### config.mk
export PLATFORM = sky130hd
export DESIGN_NAME = micro_sequencer_flat
export DESIGN_NICKNAME = d
export VERILOG_FILES = /design/src/rtl/micro_sequencer_if.sv /design/src/rtl/micro_sequencer.sv /design/src/flat_wrapper.sv
export SDC_FILE = /design/constraint.sdc
export NUM_CORES = 1
export LEC_CHECK = 0
export BUFFER_PORTS_ARGS = -buffer_cell sky130_fd_sc_hd__buf_2
export CORE_UTILIZATION = 45
export DETAILED_ROUTE_END_ITERATION = 8
export PLACE_DENSITY = 0.8
export SLEW_MARGIN = 0
export SYNTH_ARGS = -nofsm -noshare
export SYNTH_HDL_FRONTEND = slang
export SYNTH_SLANG_ARGS = --single-unit
export TNS_END_PERCENT = 10
### constraint.sdc
create_clock -name clock -period 2.1 [get_ports clock]
set_clock_uncertainty 0.15 [all_clocks]
set_input_delay 0.21 -clock clock [delete_from_list [all_inputs] [get_ports clock]]
set_output_delay 0.21 -clock clock [all_outputs]
set_load 0.01 [all_outputs]
### src/rtl/micro_sequencer_if.sv
// Sequencing bus between the microcode control store and micro_sequencer.
// Master drives the microword/opcode fields; slave returns uPC and status.
interface micro_sequencer_if #(
  parameter int ADDR_W = 4,
  parameter int CNT_W  = 16
);
  logic [5:0]        op;
  logic [1:0]        choice;
  logic              wait_mem;
  logic              mem_ready;
  logic [ADDR_W-1:0] upc;
  logic              stall;
  logic              illegal;
  logic [CNT_W-1:0]  retired;

  modport master (
    output op, choice, wait_mem, mem_ready,
    input  upc, stall, illegal, retired
  );

  modport slave (
    input  op, choice, wait_mem, mem_ready,
    output upc, stall, illegal, retired
  );
endinterface

### src/rtl/micro_sequencer.sv
// Next-address unit for the microprogrammed multicycle controller.
// Registers the uPC, flags unmapped dispatches, counts retired instrs.
module micro_sequencer #(
  parameter int ADDR_W = 4,
  parameter int CNT_W  = 16
) (
  input logic             clock,
  input logic             reset,
  micro_sequencer_if.slave bus
);

  localparam logic [1:0] CH_SEQ   = 2'b00;
  localparam logic [1:0] CH_DISP1 = 2'b01;
  localparam logic [1:0] CH_DISP2 = 2'b10;
  localparam logic [1:0] CH_FETCH = 2'b11;

  logic [ADDR_W-1:0] upc_q;
  logic              ill_q;
  logic [CNT_W-1:0]  ret_q;

  logic              stall;
  logic              hit1;
  logic              hit2;
  logic [7:0]        tgt1;
  logic [7:0]        tgt2;
  logic [ADDR_W-1:0] upc_d;
  logic              ill_d;
  logic              ret_inc;

  assign stall = bus.wait_mem & ~bus.mem_ready;

  always_comb begin
    hit1 = 1'b1;
    tgt1 = 8'd0;
    unique case (bus.op)
      6'h00:   tgt1 = 8'd6;
      6'h23:   tgt1 = 8'd2;
      6'h2B:   tgt1 = 8'd2;
      6'h04:   tgt1 = 8'd8;
      6'h02:   tgt1 = 8'd9;
      6'h08:   tgt1 = 8'd10;
      default: hit1 = 1'b0;
    endcase
  end

  always_comb begin
    hit2 = 1'b1;
    tgt2 = 8'd0;
    unique case (bus.op)
      6'h23:   tgt2 = 8'd3;
      6'h2B:   tgt2 = 8'd5;
      default: hit2 = 1'b0;
    endcase
  end

  // Unmapped dispatches restart at fetch and raise illegal.
  always_comb begin
    upc_d   = upc_q;
    ill_d   = 1'b0;
    ret_inc = 1'b0;
    if (!stall) begin
      unique case (bus.choice)
        CH_SEQ: upc_d = upc_q + ADDR_W'(1);
        CH_DISP1: begin
          upc_d = hit1 ? ADDR_W'(tgt1) : '0;
          ill_d = ~hit1;
        end
        CH_DISP2: begin
          upc_d = hit2 ? ADDR_W'(tgt2) : '0;
          ill_d = ~hit2;
        end
        CH_FETCH: begin
          upc_d   = '0;
          ret_inc = 1'b1;
        end
      endcase
    end
  end

  always_ff @(posedge clock or posedge reset) begin
    if (reset) begin
      upc_q <= '0;
      ill_q <= 1'b0;
      ret_q <= '0;
    end else begin
      upc_q <= upc_d;
      ill_q <= ill_d;
      if (ret_inc) ret_q <= ret_q + CNT_W'(1);
    end
  end

  assign bus.upc     = upc_q;
  assign bus.illegal = ill_q;
  assign bus.retired = ret_q;
  assign bus.stall   = stall;

endmodule

### src/flat_wrapper.sv
// flat-port wrapper written by rule: the top's interface ports become plain ports
module micro_sequencer_flat 
#(
  parameter int ADDR_W = 4,
  parameter int CNT_W  = 16
)
  (clock, reset, bus_op, bus_choice, bus_wait_mem, bus_mem_ready, bus_upc, bus_stall, bus_illegal, bus_retired);
  micro_sequencer_if #(.ADDR_W(ADDR_W), .CNT_W(CNT_W)) bus_i ();
  input logic clock;
  input logic reset;
  input wire logic [$bits(bus_i.op)-1:0] bus_op;
  input wire logic [$bits(bus_i.choice)-1:0] bus_choice;
  input wire logic [$bits(bus_i.wait_mem)-1:0] bus_wait_mem;
  input wire logic [$bits(bus_i.mem_ready)-1:0] bus_mem_ready;
  output wire logic [$bits(bus_i.upc)-1:0] bus_upc;
  output wire logic [$bits(bus_i.stall)-1:0] bus_stall;
  output wire logic [$bits(bus_i.illegal)-1:0] bus_illegal;
  output wire logic [$bits(bus_i.retired)-1:0] bus_retired;
  assign bus_i.op = bus_op;
  assign bus_i.choice = bus_choice;
  assign bus_i.wait_mem = bus_wait_mem;
  assign bus_i.mem_ready = bus_mem_ready;
  assign bus_upc = bus_i.upc;
  assign bus_stall = bus_i.stall;
  assign bus_illegal = bus_i.illegal;
  assign bus_retired = bus_i.retired;
  micro_sequencer #(.ADDR_W(ADDR_W), .CNT_W(CNT_W)) u_core (.clock(clock), .reset(reset), .bus(bus_i));
endmodule
; ---- Word level (Yosys, flattened, before mapping)
; Index checks and enable logic that the tools add are counted.
[classes]
reduce_logical = 4
n_addsub = 2
muxes = 11
n_bitwise = 4
n_eq_ne = 8
[op_table]
columns = operator, n
row1 = case mux 4 bit (5 select lines), 1
row2 = "adder 16 x 1 -> 16 bit, second input constant", 1
row3 = case mux 4 bit (4 select lines), 1
row4 = "== test 6 bit, second input constant", 2
row5 = "== test 6 x 2 -> 1 bit, second input constant", 1
row6 = "== test 6 x 3 -> 1 bit, second input constant", 1
row7 = "== test 6 x 4 -> 1 bit, second input constant", 1
row8 = zero test 6 bit, 1
row9 = case mux 3 bit (2 select lines), 1
row10 = OR reduction 6 bit, 1
row11 = 2-to-1 mux 1 bit, 5
row12 = "adder 4 x 1 -> 4 bit, second input constant", 1
row13 = "== test 2 bit, second input constant", 2
row14 = 2-to-1 mux 4 bit, 1
row15 = 2-to-1 mux 3 bit, 1
row16 = inverter 1 bit, 3
row17 = "== test 2 x 1 -> 1 bit, second input constant", 1
row18 = zero test 2 bit, 1
row19 = case mux 1 bit (2 select lines), 1
row20 = OR reduction 2 bit, 1
row21 = bitwise AND 1 bit, 1
[totals]
output_inout_bits = 22
ff_bits = 21

; ---- Longest topological paths before layout
; Gate-level depths: netlist of the first run.
[logic_depth]
word_depth = 6
mapped_depth = 6
ltp_nobuf = 6

; ---- Worst setup path before layout of the first run
; No wires, ideal clock.
[synth_path]
path_type = reg-to-reg
start = register u_core.ret_q[0] (netlist: u_core.bus.retired[0])
end = register u_core.ret_q[8] (netlist: u_core.bus.retired[8])
path_slack_ps = 617
t_arrival_ps = 1254
required_ps = 1871
path_stages_with_launch = 6
cell_sequence = dfrtp_1 -> ha_1 -> nand2_1 -> nor4_4 -> and3_1 -> xor2_1
[synth_between]
elab_chain_cells = 1
[synth_lines]
columns = item, line
row1 = start: declaration, micro_sequencer.sv:19  ; logic [CNT_W-1:0] ret_q;
row2 = start signal: assignment, micro_sequencer.sv:88  ; if (ret_inc) ret_q <= ret_q + CNT_W'(1);
row3 = adder 16 x 1 -> 16 bit, micro_sequencer.sv:88
; Every way passes these cells.
; A chain may end at the register's enable or synchronous reset.

; ---- Worst setup path after layout of the first run
; Ends and elaborated chain as after synthesis.

==> reports/metrics.csv, run 1 <==
stage,metric,value,unit
worst_setup_path,R2R depth,5,
drt,DR vias,990,
sta,Final setup viols,0,
sta,Hold Fails Final Rpt,0,
power,NetSw,0.358,mW
power,Comb power frac,26.6,%
placement,placed cell count,174,
worst_setup_path,Setup CP Type,reg2reg,
power,cell-internal power,0.656,mW
clock_network,total CTS buffers,3,
logic_synthesis,syn nets,131,
finish,final design area excluding fillers,1420,um2
drt,DR iter-0 viols,22,
floorplanning,Die W,53.3,um
sta,PnR worst setup slack,525,ps
logic_synthesis,synth top area cells,"dfrtp_1 44%, xnor2_1 6.6%, ha_1 6.3%",
placement,port bufs,33,
logic_synthesis,top cell type's share of synthesized area,44.3,%
sta,Max transition margin,48.5,%
logic_synthesis,Mapped Avg Cell Area,10.5,um2
clock_network,CTS resizes,0,
drt,Vias/cell,5.53,
sta,Tcrit/Tclk final,75.0,%
drt,drt wl/cell,13.9,um
worst_hold_path,hold endpoint,u_core.bus.illegal$_DFF_PP0_,
finish,FF+latch area,526,um2
worst_hold_path,hold wc startpoint,bus_wait_mem,
finish,synthesis-to-finish area growth,19.3,%
grt,Global Route Usage Sum,20.7,%
floorplanning,Die Y,53.3,um
finish,Fill cells,236,
sta,minimum clock period,1580,ps
floorplanning,Die Footprint,2850,um2
floorplanning,row count,18,
grt,first-pass GRT wire length,4150,um
clock_network,CTS H-tree depth,1,
drt,DRC viols,0,
worst_setup_path,critical path's top delay family,simple AND/OR/NAND/NOR gates,
run,Max Cap Viol,0,
finish,Multi-input gate area,631,um2
worst_hold_path,Hold WC Path Type,in2reg,
worst_setup_path,Reg2Reg Setup Slack,520,ps
clock_network,number of clock sinks,21,
sta,slew of the pin with the lowest slew margin,772,ps
logic_synthesis,register area share after synthesis,44.3,%
logic_synthesis,largest area contributor in the netlist,dfrtp_1,
floorplanning,Core Box Area,2480,um2
worst_setup_path,CP max FO,5,
floorplanning,IO Pins,34,
finish,# diodes,0,
power,share of power burned in registers,54.0,%
logic_synthesis,Synth Warn #,0,
logic_synthesis,library cells used by synthesis,36,
power,maximum vdd drop,0.000511,V
worst_setup_path,element type at the critical path start,register,
logic_synthesis,cell count after synthesis,113,
grt,grt ovf,0,
logic_synthesis,Seq cells post-synth,21,
run_status,outcome,finished clean,
worst_setup_path,CP cell instances,ha_1 -> nand2_1 -> nor4_4 -> and3_1 -> xor2_1,
power,static leakage,0.710,nW
clock_network,CTS Root Cell,clkbuf_4,
clock_network,Clock transition at path regs,120,ps
finish,final cell count without fillers,179,
sta,RSZ-0062 raised after global routing,false,
sta,Peak Freq,0.635,GHz
finish,final core occ,57.1,%
grt,largest net degree at the start of global routing,22,
sta,setup_tns,0,ps
grt,antenna violations before repair,0,
clock_network,CTS tree,yes,
drt,total iterations of the first detailed-routing run,4,
placement,Post-DP Area,1380,um2
clock_network,Skew-Pair Late Insertion Delay,310,ps
worst_setup_path,Slowest cell on crit path,dfrtp_1,
power,Clk pwr share,19.5,%
power,Net Sw Frac,35.3,%
worst_setup_path,Critical Path RT,2190,ps
finish,share of cells above drive strength 1,30.2,%
grt,vias in the first global route,922,
sta,WHS,81.3,ps
placement,final RePlAce weighted congestion,0.982,
worst_setup_path,WP buf/inv,0,
placement,HPWL Detailed,1940,um
worst_setup_path,reg-to-reg startpoint,u_core.bus.retired[0]$_DFFE_PP0P_,
floorplanning,Initial Utilization,47.9,%
finish,post-layout net count,168,
drt,Post-Route WL,2480,um
logic_synthesis,Mapped Area,1190,um2
sta,Max Slew Vio Count,0,
worst_setup_path,WP data arrival,1670,ps
worst_setup_path,R2R Path End,u_core.bus.retired[8]$_DFFE_PP0P_,
worst_setup_path,Crit. End Element,register,
power,Power Total,1.01,mW
drt,Routed Antenna Nets,0,
power,pwr dens,716,nW/um2
worst_setup_path,delay of the slowest critical-path stage,430,ps
clock_network,Bufs on Longest Clock Path,2,
worst_hold_path,Min-Delay Path Depth,4,
placement,dpl ws,464,ps
cells in the mapped netlist (all sizes together):
cell type and count:
nand4b 2, nand2b 1, and4 2, xor2 7
inv 5, a211o 1, o21ai 2, nand4bb 1
a21oi 4, nor2 5, o32ai 1, a31oi 4
nand3 7, clkbuf 1, nand4 4, dfrtp 21
and3 1, nand2 12, o2111ai 1, mux2 1
buf 1, nor3b 1, nor3 5, nor4 2
xnor2 9, nor4b 2, and2 1, ha 6
or3 1, and4b 1, o211ai 1
per-layer routing:
layer	up-vias	wire, um	part of all wire [%]	global-route usage (%)
met5	-	0	0	0
met4	0	70	2.8	10.5
met3	9	147	5.9	2.59
met2	41	1170	47	33.1
met1	455	1100	44	27.0
li1	485	-	-	-
worst register-to-register path, stage by stage (launching register included):
cell and delay [ps]:
dfrtp_1 430, ha_1 170, nand2_1 110, nor4_4 290, and3_1 220, xor2_1 140
worst max path at each step:
stage                                       from                                 end  slack, ps  cells after the start
2_1_floorplan  u_core.bus.retired[0]$_DFFE_PP0P_   u_core.bus.retired[8]$_DFFE_PP0P_        620                      5
3_3_place_gp                       bus_choice[1]       u_core.bus.upc[0]$_DFFE_PP0N_        490                      7
3_5_place_dp                       bus_choice[1]       u_core.bus.upc[0]$_DFFE_PP0N_        460                      7
4_1_cts        u_core.bus.retired[0]$_DFFE_PP0P_   u_core.bus.retired[8]$_DFFE_PP0P_        500                      5
5_1_grt        u_core.bus.retired[2]$_DFFE_PP0P_  u_core.bus.retired[13]$_DFFE_PP0P_        390                      4
6_report       u_core.bus.retired[0]$_DFFE_PP0P_   u_core.bus.retired[8]$_DFFE_PP0P_        520                      5
area by class of cell:
class	count	area share, %
inverters	5	1.33
repair buffers	34	12.4
clock buffers	3	1.59
multi-input cells	85	44.6
clock inverters	1	0.354
well taps	30	2.65
flip-flops and latches	21	37.1
state kept, by name (all words and copies together) (netlist names):
register,count
u_core.bus.illegal,1
u_core.bus.retired,16
u_core.bus.upc,4
cell families (layout without fill, tap and decap cells):
kind of cell | Yosys count | in the layout | synth area share (%)
AND/OR/NAND/NOR | 48 | 48 | 26.6
flip-flops | 21 | 21 | 44.3
XOR/XNOR | 16 | 16 | 11.8
AO/OA/AOI/OAI | 14 | 14 | 7.49
buffers and inverters | 7 | 43 | 2.53
adder cells (fa/ha/maj) | 6 | 6 | 6.33
multiplexers | 1 | 1 | 0.949
layout by cell type, fill, tap and decap left out, drive strengths merged, types with 2 or more instances in the layout:
cell type,instances
nor3,5
buf,33
clkbuf,3
nand3,7
inv,5
ha,6
xor2,7
o21ai,2
a31oi,4
nor2,5
a21oi,4
dfrtp,21
nor4b,2
and4,2
nand2,12
nand4b,2
nand4,4
xnor2,9
nor4,2
power groups by stage:
stage	registers, mW	logic [mW]	clock network, mW
final	0.547	0.269	0.197
after global placement	0.549	0.262	0
after CTS	0.548	0.273	0.199
after global routing	0.559	0.301	0.222
after detailed placement	0.556	0.269	0
after floorplan	0.573	0.135	0
what timing repair did:
action / 4_1_cts / 5_1_grt
hold buffers: 1 / 0
buffers inserted: 0 / 0
hold endpoints to repair: 21 / 0
(Power assumes the default switching activity.)
==> inputs of run 2 (changes only) <==
==> constraint.sdc (replaced) <==
create_clock -name clock -period 1.6 [get_ports clock]
set_clock_uncertainty 0.15 [all_clocks]
set_input_delay 0.16 -clock clock [delete_from_list [all_inputs] [get_ports clock]]
set_output_delay 0.16 -clock clock [all_outputs]
set_load 0.01 [all_outputs]
==> run 2 against run 1 <==
Sequential power grew 33%. Die area unchanged. Via count grew 3.6%. Worst hold slack worse by 51 ps. Critical path type unchanged. Highest routed layer unchanged. Power is 33% higher. Global-route usage fell by 0.060 points. Largest power group unchanged. Sequential share of layout area down 0.76 points. Combinational power increased by 34%. Final area rose by 2.6%.
==> reports/metrics.csv, run 2 (synthesized netlist as in run 1, its figures left out) <==
stage,metric,value,unit,change
run_status,outcome,finished clean,,unchanged
drt,drt wl/cell,13.4,um,was 13.9 um
finish,share of cells above drive strength 1,34.6,%,was 30.2%
worst_setup_path,Crit. End Element,register,,unchanged
floorplanning,Die W,53.3,um,unchanged
worst_setup_path,Slowest cell on crit path,dfrtp_2,,was dfrtp_1
finish,# diodes,0,,unchanged
drt,DR iter-0 viols,20,,was 22
floorplanning,Die Y,53.3,um,unchanged
clock_network,# Post-CTS Setup Buffers,0,,unchanged
worst_setup_path,CP cell instances,nand3_2 -> nor4b_4 -> nand3_1 -> xnor2_1,,was ha_1 -> nand2_1 -> nor4_4 -> and3_1 -> xor2_1
clock_network,Clock transition at path regs,120,ps,about the same
finish,synthesis-to-finish area growth,22.4,%,was 19.3%
grt,Global Route Usage Sum,20.7,%,about the same
floorplanning,Die Footprint,2850,um2,unchanged
worst_setup_path,Critical Path RT,1650,ps,was 2190 ps
placement,HPWL Detailed,1910,um,was 1940 um
sta,Max transition margin,76.4,%,was 48.5%
drt,Vias/cell,5.61,,was 5.53
worst_setup_path,element type at the critical path start,register,,unchanged
sta,Hold Fails Final Rpt,0,,unchanged
placement,Post-DP Area,1410,um2,was 1380 um2
clock_network,CTS Root Cell,clkbuf_4,,unchanged
sta,slew of the pin with the lowest slew margin,351,ps,was 772 ps
worst_hold_path,Hold WC Path Type,in2reg,,unchanged
floorplanning,Core Box Area,2480,um2,unchanged
drt,total iterations of the first detailed-routing run,4,,unchanged
placement,final RePlAce weighted congestion,0.924,,was 0.982
clock_network,total CTS buffers,3,,unchanged
drt,Routed Antenna Nets,0,,unchanged
grt,vias in the first global route,996,,was 922
finish,post-layout net count,172,,was 168
power,maximum vdd drop,0.000615,V,was 0.000511 V
finish,"commonest non-fill, non-tap cells in the layout","33 x buf_2, 19 x dfrtp_1, 9 x nand2_1, 9 x xnor2_1, 7 x xor2_1",,"was 33 x buf_2, 21 x dfrtp_1, 10 x nand2_1"
floorplanning,Initial Utilization,47.9,%,unchanged
sta,Tcrit/Tclk final,96.0,%,was 75.0%
placement,placed cell count,178,,was 174
sta,PnR worst setup slack,63.6,ps,was 525 ps
drt,Post-Route WL,2450,um,was 2480 um
finish,max FFs per register,16,,unchanged
clock_network,number of clock sinks,21,,unchanged
worst_setup_path,WP buf/inv,0,,unchanged
worst_setup_path,WP data arrival,1590,ps,was 1670 ps
sta,minimum clock period,1540,ps,was 1580 ps
worst_setup_path,CP max FO,5,,unchanged
placement,port bufs,33,,unchanged
drt,DR vias,1026,,was 990
grt,grt ovf,0,,unchanged
grt,largest net degree at the start of global routing,22,,unchanged
sta,Peak Freq,0.651,GHz,was 0.635 GHz
worst_setup_path,delay of the slowest critical-path stage,440,ps,was 430 ps
clock_network,CTS H-tree depth,1,,unchanged
run,Max Cap Viol,0,,unchanged
worst_setup_path,Crit path depth,4,,was 5
worst_setup_path,Setup CP Type,reg2reg,,unchanged
sta,setup_tns,0,ps,unchanged
floorplanning,row count,18,,unchanged
clock_network,Skew-Pair Late Insertion Delay,300,ps,was 310 ps
sta,Final setup viols,0,,unchanged
finish,"commonest non-fill, non-tap cell in the layout",buf_2,,unchanged
worst_hold_path,Min-Delay Path Depth,4,,unchanged
placement,dpl ws,20.0,ps,was 464 ps
worst_setup_path,R2R depth,4,,was 5
power,pwr dens,930,nW/um2,was 716 nW/um2
sta,Max Slew Vio Count,0,,unchanged
finish,final design area excluding fillers,1450,um2,was 1420 um2
drt,DRC viols,0,,unchanged
power,static leakage,0.729,nW,was 0.710 nW
sta,RSZ-0062 raised after global routing,true,,was false
grt,antenna violations before repair,0,,unchanged
clock_network,CTS tree,yes,,unchanged
grt,first-pass GRT wire length,4220,um,was 4150 um
floorplanning,IO Pins,34,,unchanged
finish,final cell count without fillers,183,,was 179
worst_setup_path,critical path's top delay family,simple AND/OR/NAND/NOR gates,,unchanged
clock_network,Bufs on Longest Clock Path,2,,unchanged
power,Power Total,1.35,mW,was 1.01 mW
run 2: metrics by stage:
| stage | hold slack [ps] | util, % |
|---|---|---|
| global placement | 42.4 | 56.8 |
| finish | 29.9 | 58.6 |
| detailed placement | 54.1 | 56.8 |
| CTS | 16.0 | 58.4 |
| global route | 39.2 | 58.6 |
| floorplan | -13.5 | - |
run 2: area by class of cell:
type,count,area [um2]
fill,228,1030
multi-input combinational,85,634
sequential,21,528
timing repair buffer,38,205
tap,30,37.5
clock buffer,3,22.5
inverter,5,18.8
clock inverter,1,5.00
run 2: worst reg2reg max path: stages (launching register included):
cell and delay, ps:
dfrtp_2 440, nand3_2 140, nor4b_4 390, nand3_1 160, xnor2_1 150
run 2: worst paths after layout:
| kind | startpoint | end | slack (ps) |
|---|---|---|---|
| setup / recovery | u_core.bus.retired[2]$_DFFE_PP0P_ | u_core.bus.retired[15]$_DFFE_PP0P_ | 60 |
| hold / removal | bus_wait_mem | u_core.bus.illegal$_DFF_PP0_ | 30 |
| min in group asynchronous | reset | u_core.bus.upc[0]$_DFFE_PP0N_ | 260 |
| setup reg to reg | u_core.bus.retired[2]$_DFFE_PP0P_ | u_core.bus.retired[15]$_DFFE_PP0P_ | 60 |
| max in group asynchronous | reset | u_core.bus.retired[2]$_DFFE_PP0P_ | 810 |
| hold reg to reg | u_core.bus.retired[14]$_DFFE_PP0P_ | u_core.bus.retired[14]$_DFFE_PP0P_ | 350 |
run 2: repair_timing:
| item | 4_1_cts | 5_1_grt |
|---|---|---|
| endpoints found under the setup margin | 2 | 8 |
| hold buffers | 1 | 0 |
| gates resized for setup | 2 | 2 |
| hold endpoints to repair | 21 | 0 |
| pin swaps | 0 | 1 |
run 2: metal layers:
layer	routed length (um)	global-route usage, %	part of all wire [%]
met3	111	2.59	4.5
met1	1100	25.9	45
met2	1230	35.4	50
met4	10	7.89	0.41
met5	0	0	0
run 2: report_power, final:
part,switching (mW),internal [mW],total [mW]
Sequential,0.114,0.615,0.729
Combinational,0.196,0.165,0.361
Clock,0.167,0.0933,0.260
==> inputs of run 3 (changes only) <==
--- a/config.mk
+++ b/config.mk
@@ -9,6 +9,7 @@
 export CORE_UTILIZATION = 45
 export DETAILED_ROUTE_END_ITERATION = 8
 export PLACE_DENSITY = 0.8
+export SETUP_SLACK_MARGIN = 0.1
 export SLEW_MARGIN = 0
 export SYNTH_ARGS = -nofsm -noshare
 export SYNTH_HDL_FRONTEND = slang
==> constraint.sdc (replaced) <==
create_clock -name clock -period 1.6 [get_ports clock]
set_clock_uncertainty 0.15 [all_clocks]
set_input_delay 0.08 -clock clock [delete_from_list [all_inputs] [get_ports clock]]
set_output_delay 0.08 -clock clock [all_outputs]
set_load 0.01 [all_outputs]
==> run 3 against run 2 <==
Via count rose by 3.7%. Die area did not move. Sequential cell count unchanged. Register-to-register slack about the same. Core utilization is 2.3 points higher. Setup slack worse by 5.3 ps. Routed wire length grew 9.1%. Maximum frequency down 0.34%. Combinational power is 8.3% higher. Sequential share of layout area fell by 1.4 points. Clock power barely moved. Largest power group unchanged. Highest routed layer unchanged.
==> reports/metrics.csv, run 3 (synthesized netlist as in run 1, its figures left out) <==
stage,metric,value,unit,change
placement,placed cell count,178,,unchanged
power,static leakage,0.742,nW,was 0.729 nW
worst_setup_path,delay of the slowest critical-path stage,450,ps,was 440 ps
clock_network,number of clock sinks,21,,unchanged
finish,share of cells above drive strength 1,35.0,%,was 34.6%
finish,synthesis-to-finish area growth,27.2,%,was 22.4%
worst_setup_path,Critical Path RT,1650,ps,about the same
floorplanning,Initial Utilization,47.9,%,unchanged
clock_network,CTS Root Cell,clkbuf_4,,unchanged
drt,DR iter-0 viols,15,,was 20
grt,antenna violations before repair,0,,unchanged
drt,total iterations of the first detailed-routing run,4,,unchanged
grt,met1 GRT Util,26.8,%,was 25.9%
finish,"commonest non-fill, non-tap cell in the layout",buf_2,,unchanged
worst_setup_path,Slowest cell on crit path,dfrtp_1,,was dfrtp_2
worst_hold_path,Hold WC Path Type,in2reg,,unchanged
drt,Vias/cell,5.69,,was 5.61
clock_network,CTS H-tree depth,1,,unchanged
finish,max FFs per register,16,,unchanged
finish,post-layout net count,176,,was 172
power,maximum vdd drop,0.000831,V,was 0.000615 V
clock_network,total CTS buffers,3,,unchanged
sta,Max Slew Vio Count,0,,unchanged
sta,RSZ-0062 raised after global routing,true,,unchanged
sta,Tcrit/Tclk final,96.4,%,was 96.0%
drt,DR vias,1064,,was 1026
grt,met3 usage,4.02,%,was 2.59%
worst_setup_path,CP cell instances,nand3_1 -> nor4b_4 -> nand4_1 -> xnor2_1,,was nand3_2 -> nor4b_4 -> nand3_1 -> xnor2_1
clock_network,Bufs on Longest Clock Path,2,,unchanged
finish,# diodes,0,,unchanged
finish,final core occ,60.9,%,was 58.6%
worst_setup_path,element type at the critical path start,register,,unchanged
sta,slew of the pin with the lowest slew margin,353,ps,was 351 ps
floorplanning,row count,18,,unchanged
finish,final cell count without fillers,187,,was 183
clock_network,Clock transition at path regs,120,ps,about the same
floorplanning,Die W,53.3,um,unchanged
sta,Max transition margin,76.3,%,was 76.4%
grt,vias in the first global route,982,,was 996
floorplanning,Die Footprint,2850,um2,unchanged
grt,Global Route Usage Sum,21.4,%,was 20.7%
finish,"commonest non-fill, non-tap cells in the layout","33 x buf_2, 19 x dfrtp_1, 9 x nand2_1, 9 x xnor2_1, 7 x xor2_1",,unchanged
drt,drt wl/cell,14.3,um,was 13.4 um
floorplanning,Die Y,53.3,um,unchanged
grt,first-pass GRT wire length,4240,um,was 4220 um
grt,grt ovf,0,,unchanged
worst_setup_path,CP max FO,5,,unchanged
floorplanning,Core Box Area,2480,um2,unchanged
worst_setup_path,Crit. End Element,register,,unchanged
placement,port bufs,33,,unchanged
worst_setup_path,WP data arrival,1590,ps,about the same
sta,Hold Fails Final Rpt,0,,unchanged
clock_network,# Post-CTS Setup Buffers,0,,unchanged
grt,gr busiest metal,met2,,unchanged
sta,minimum clock period,1540,ps,about the same
sta,Final setup viols,0,,unchanged
placement,HPWL Detailed,1870,um,was 1910 um
placement,final RePlAce weighted congestion,0.922,,was 0.924
power,pwr dens,909,nW/um2,was 930 nW/um2
run_status,outcome,finished clean,,unchanged
power,Power Total,1.37,mW,was 1.35 mW
floorplanning,IO Pins,34,,unchanged
clock_network,CTS tree,yes,,unchanged
grt,largest net degree at the start of global routing,22,,unchanged
drt,Routed Antenna Nets,0,,unchanged
grt,met2 Resource Use GR,31.9,%,was 35.4%
run,Max Cap Viol,0,,unchanged
drt,DRC viols,0,,unchanged
sta,Peak Freq,0.649,GHz,was 0.651 GHz
drt,Post-Route WL,2670,um,was 2450 um
clock_network,Skew-Pair Late Insertion Delay,300,ps,about the same
worst_setup_path,Setup CP Type,reg2reg,,unchanged
run 3: changes by cell type in the layout (fill, tap and decap cells not counted), sizes merged:
cell / before / now
clkbuf: 3 / 4
clkinv: 1 / 0
dlygate4sd3: 1 / 5
run 3: through the flow:
stage | hold slack, ps | setup WS, ps | TNS [ps] | area, um2
after floorplan | -93.5 | 117 | 0 | 1190
after global placement | -37.7 | 115 | 0 | 1410
after detailed placement | -27.0 | 41.7 | 0 | 1410
after CTS | 0.795 | 36.8 | 0 | 1480
after global routing | 28.7 | -34.7 | -83.8 | 1510
final | 25.1 | 58.3 | 0 | 1510
run 3: cell type report:
class	instances	area, um2
Sequential cell	21	528
Fill cell	214	968
Multi-Input combinational cell	85	653
Tap cell	30	37.5
Timing Repair Buffer	42	245
Clock buffer	4	26.3
Inverter	5	18.8
run 3: path summary, 6_finish.rpt:
path,from,to,slack (ps),cells past startpoint
min in group asynchronous,reset,u_core.bus.retired[13]$_DFFE_PP0P_,180,4
max in group asynchronous,reset,u_core.bus.retired[3]$_DFFE_PP0P_,900,4
min reg2reg,u_core.bus.retired[15]$_DFFE_PP0P_,u_core.bus.retired[15]$_DFFE_PP0P_,330,1
min,bus_op[0],u_core.bus.upc[3]$_DFFE_PP0N_,30,4
max,u_core.bus.retired[4]$_DFFE_PP0P_,u_core.bus.retired[13]$_DFFE_PP0P_,60,4
max reg2reg,u_core.bus.retired[4]$_DFFE_PP0P_,u_core.bus.retired[13]$_DFFE_PP0P_,60,4
run 3: routing by layer:
metal,up-vias,part of all wire [%]
met2,62,45
li1,498,-
met5,-,0
met1,487,43
met4,0,4.7
met3,17,6.7
run 3: worst max-delay path, delay by kind of cell, from the launching register on:
kind	cells	cell delay [ps]
simple gates	3	680
flops	1	450
xor+xnor	1	160
run 3: what timing repair did:
item,4_1_cts,5_1_grt
hold buffers,5,0
setup endpoints to repair,7,12
pin swaps,1,3
resized for setup,0,7
endpoints found under the hold margin,25,0
gates cloned,0,0
run 3: power breakdown:
group	internal, mW	switching (mW)	total, mW
combinational	0.174	0.217	0.391
sequential	0.615	0.109	0.723
clock	0.0973	0.161	0.258
total	0.886	0.486	1.37
